File: config.mk
export PLATFORM = sky130hd
export DESIGN_NAME = encoder43
export DESIGN_NICKNAME = d
export VERILOG_FILES = /design/src/rtl/encoder43_pkg.sv /design/src/rtl/encoder43_expression.sv /design/src/rtl/encoder43_gates.sv /design/src/rtl/encoder43_table.sv /design/src/rtl/encoder43.sv
export SDC_FILE = /design/constraint.sdc
export NUM_CORES = 1
export LEC_CHECK = 0
export BUFFER_PORTS_ARGS = -buffer_cell sky130_fd_sc_hd__buf_4
export CORE_AREA = 5 5 42 44
export CTS_BUF_LIST = sky130_fd_sc_hd__clkbuf_16
export CTS_CLUSTER_DIAMETER = 40
export DETAILED_ROUTE_END_ITERATION = 8
export DIE_AREA = 0 0 47 49
export HOLD_SLACK_MARGIN = 0.02
export PLACE_DENSITY = 0.73
export SLEW_MARGIN = 20
export SYNTH_ARGS = -nofsm -noshare
export SYNTH_HDL_FRONTEND = slang
export SYNTH_SLANG_ARGS = --single-unit
File: constraint.sdc
create_clock -name clk -period 5.75 [get_ports clk]
set_input_delay 1.725 -clock clk [delete_from_list [all_inputs] [get_ports clk]]
set_output_delay 1.725 -clock clk [all_outputs]
set_load 0.005 [all_outputs]
File: src/rtl/encoder43_pkg.sv
// Shared width and count type for the three popcount implementations
// and the top-level register stage.
package encoder43_pkg;
  localparam int Y_W = 3;
  typedef logic [Y_W-1:0] count_t;
endpackage

File: src/rtl/encoder43_expression.sv
// Popcount of four bits written as continuous Boolean expressions.
module encoder43_expression (
  input  logic a,
  input  logic b,
  input  logic c,
  input  logic d,
  output logic y2,
  output logic y1,
  output logic y0
);
  assign y0 = a ^ b ^ c ^ d;
  assign y2 = a & b & c & d;
  // bit 1 is set for two or three ones, cleared again for all four
  assign y1 = ((a & b) | (c & d) | ((a ^ b) & (c ^ d))) & ~(a & b & c & d);
endmodule

File: src/rtl/encoder43_gates.sv
// Popcount of four bits built from primitive gates only:
// two half adders feeding a 2-bit adder.
module encoder43_gates (
  input  logic a,
  input  logic b,
  input  logic c,
  input  logic d,
  output logic y2,
  output logic y1,
  output logic y0
);
  logic sum_ab, carry_ab, sum_cd, carry_cd, carry_mid;

  xor g_sum_ab   (sum_ab,   a, b);
  and g_carry_ab (carry_ab, a, b);
  xor g_sum_cd   (sum_cd,   c, d);
  and g_carry_cd (carry_cd, c, d);

  // carry_mid is mutually exclusive with either pair carry, so XOR is safe for bit 1
  and g_carry_mid (carry_mid, sum_ab, sum_cd);
  xor g_y0 (y0, sum_ab, sum_cd);
  xor g_y1 (y1, carry_ab, carry_cd, carry_mid);
  and g_y2 (y2, carry_ab, carry_cd);
endmodule

File: src/rtl/encoder43_table.sv
// Popcount of four bits as an explicit 16-entry truth table.
module encoder43_table
  import encoder43_pkg::*;
(
  input  logic a,
  input  logic b,
  input  logic c,
  input  logic d,
  output logic y2,
  output logic y1,
  output logic y0
);
  count_t y;

  always_comb begin
    y = 3'b000;
    case ({a, b, c, d})
      4'b0000: y = 3'b000;
      4'b0001: y = 3'b001;
      4'b0010: y = 3'b001;
      4'b0011: y = 3'b010;
      4'b0100: y = 3'b001;
      4'b0101: y = 3'b010;
      4'b0110: y = 3'b010;
      4'b0111: y = 3'b011;
      4'b1000: y = 3'b001;
      4'b1001: y = 3'b010;
      4'b1010: y = 3'b010;
      4'b1011: y = 3'b011;
      4'b1100: y = 3'b010;
      4'b1101: y = 3'b011;
      4'b1110: y = 3'b011;
      4'b1111: y = 3'b100;
      default: y = 3'b000;
    endcase
  end

  assign {y2, y1, y0} = y;
endmodule

File: src/rtl/encoder43.sv
// Registers three independent popcount implementations side by side
// and flags any disagreement between them.
module encoder43
  import encoder43_pkg::*;
#(
  parameter bit CHECK_EN = 1'b1
) (
  input  logic   clk,
  input  logic   reset,
  input  logic   a,
  input  logic   b,
  input  logic   c,
  input  logic   d,
  output count_t y_gates,
  output count_t y_expression,
  output count_t y_table,
  output logic   mismatch
);
  count_t gates_y, expression_y, table_y;
  logic   differ;

  encoder43_gates u_gates (
    .a(a), .b(b), .c(c), .d(d),
    .y2(gates_y[2]), .y1(gates_y[1]), .y0(gates_y[0])
  );

  encoder43_expression u_expression (
    .a(a), .b(b), .c(c), .d(d),
    .y2(expression_y[2]), .y1(expression_y[1]), .y0(expression_y[0])
  );

  encoder43_table u_table (
    .a(a), .b(b), .c(c), .d(d),
    .y2(table_y[2]), .y1(table_y[1]), .y0(table_y[0])
  );

  // any pairwise difference implies the three are not all equal
  assign differ = CHECK_EN && ((gates_y != expression_y) || (expression_y != table_y));

  always_ff @(posedge clk) begin
    if (reset) begin
      y_gates      <= '0;
      y_expression <= '0;
      y_table      <= '0;
      mismatch     <= 1'b0;
    end else begin
      y_gates      <= gates_y;
      y_expression <= expression_y;
      y_table      <= table_y;
      mismatch     <= differ;
    end
  end
endmodule

==> results by group <==
Clock tree
  – Cts bufs inserted: 3
  – Max H-tree Level: 1
  – Cts hold-fix bufs: 0
  – # clock sinks: 10
  – Post-CTS resize count: 0
  – Reg clk slew, reported paths: approximately 0.04 ns
  – Number of post-CTS setup repair buffers: 0
  – Root Buffer: clkbuf_16
  – Clock Tree Buf Depth: 2
  – CTS tree: built

Drt
  – WL/cell: around 11 um
  – Vias/cell: about 5.0
  – WL final: 1010 um
  – ANT nets after route: 0
  – Initial DRC count: 9
  – Vias: roughly 480
  – DRT Pass-1 Iters: 4
  – DRC viols: 0

Finish
  – Non-filler cells, final: 95
  – Final core area utilization: between 50% and 60%
  – Synth-to-Final Area Change: 37.4%
  – Most common cell after layout, fill and taps aside: buf_4
  – Ant diodes: 0
  – Fillers: around 130
  – # nets final: a little over 90
  – Share of layout cells above drive strength 1: about a quarter
  – Most frequent cells in the layout: buf_4 (15), dfxtp_1 (10), nor2b_1 (7), ha_1 (7), nor2_1 (6)

Floorplan
  – Initial Utilization: roughly two fifths
  – Die width: between 40 and 50 um
  – Die H: just under 50 um
  – Core Region: roughly 0.0014 mm2
  – Top-Level Pins: 16
  – Die area: about 0.0023 mm2
  – Rows: 14

Place
  – Placed cells: 91
  – Gpl congestion: roughly 0.8
  – DP HPWL: around 840 um
  – Port Buf Inserts: 15

GRT
  – Largest net degree at the start of global routing: 11
  – Number of global-route vias before repair: between 400 and 500
  – Antenna violations before repair: 0
  – First-pass GRT wire length: between 1500 and 2000 um
  – GRT Util Overall: a little over a tenth
  – Global route overflow: 0

Setup path
  – CP startpoint kind: input pin
  – Worst EP arrival: roughly 3.2 ns
  – Worst Setup End Kind: flop
  – Worst Path Max Fanout: 6
  – CP Class: in2reg
  – WP data required: slightly below 6 ns

Logic synthesis
  – Post-synthesis sequential area ratio: between 30% and 40%
  – Syn nets: 74
  – Dominant cell type by area after synthesis: dfxtp_1
  – Yosys reg bits: 10
  – Post-Syn Area per Cell: 9.11 um2
  – Synth Instances: 61
  – Yosys warns: 0
  – Area contributors post-synth: dfxtp_1 (36%), ha_1 (16%), nor2b_1 (7.9%), xnor2_1 (7.9%), nor2_1 (4.1%)
  – Count of cell types in the netlist: 21
  – Synth top area share: a little over a third
  – Post-Syn Area: approximately 560 um2

Power
  – Total Power: roughly 0.24 mW
  – Lkg Pwr: ~0.35 nW
  – Worst VDD drop: 0.121 mV
  – PwrDens: about 320 mW/mm2

STA
  – Worst slew pin tran: around 0.34 ns
  – Tmin final: 3.13 ns
  – Max Clock Freq: 320 MHz
  – Final slew viol count: 0
  – RSZ-0062 raised after global routing: false
  – Slew HR: between 70% and 80%
  – # setup viols final: 0
  – Fin crit share: a little over half
  – Fin Setup TNS: 0 ns
  – Hold Fails Final Rpt: 0

Hold path
  – Hold Path Class: in2reg
  – Hold Path Depth: 2

Flow run
  – Max-cap violations: 0

Run status
  – Status: completed
==> cells in the mapped netlist <==
cell      instances
a211o_1           1
nand3_1           4
clkbuf_1          1
a31oi_1           1
mux2i_1           1
xnor2_1           5
nor3_1            3
dfxtp_1          10
or4_1             1
inv_1             4
ha_1              7
or2_1             1
nor3_2            1
a41oi_2           1
nor2_1            6
and2b_1           1
nor2b_1           7
o211ai_1          1
nand2_1           3
o31ai_1           1
o21ai_0           1
==> final timing paths <==
kind / startpoint / end
setup / recovery: c / mismatch$_SDFF_PP0_
hold / removal: reset / mismatch$_SDFF_PP0_
==> registers in the layout, indices dropped and copies added, names as in the netlist <==
register and flops:
y_gates 3, y_expression 3, y_table 3, mismatch 1
==> area by class of cell <==
type,instances,area (um2),area share (%)
Multi-Input combinational cell,46,337,44.1
Sequential cell,10,200,26.2
Timing Repair Buffer,15,113,14.8
Clock buffer,3,75.1,9.84
Tap cell,16,20.0,2.62
Inverter,4,15.0,1.97
Clock inverter,1,3.75,0.492
==> layer usage <==
layer,share of wire (%),track usage [%],wire length [um]
met1,43,12.8,429
met2,49,15.8,497
met3,6.0,2.21,60
met4,2.0,8.29,20
met5,0,0,0
==> power by group <==
group	switching (mW)	total, mW	internal [mW]	leakage (nW)
logic	0.0226	0.0473	0.0247	0.232
clock network	0.0287	0.119	0.0908	0.0385
registers	0.00143	0.0772	0.0758	0.0828
total	0.0528	0.244	0.191	0.353
==> logic make-up after synthesis <==
kind of cell	synth area share, %
AND/OR/NAND/NOR	25.9
flip-flops	36.0
adder cells (fa/ha/maj)	15.8
AO/OA/AOI/OAI	9.24
XOR/XNOR	7.88
buffers and inverters	3.38
multiplexers	1.80
==> critical path, stage by stage <==
cell	delay, ns
buf_4	0.14
ha_1	0.24
ha_1	0.37
or4_1	0.53
nand3_1	0.11
a41oi_2	0.11
==> stage by stage <==
stage                     worst slack, ns  hold WS [ns]  area [um2]
after floorplan                      2.61          1.90         556
after global routing                 2.56          1.74         763
after CTS                            2.62          1.73         763
final                                2.62          1.73         763
after detailed placement             2.39          1.97         684
after global placement               2.42          1.97         684
No activity file was read; power rests on OpenSTA's default activity.
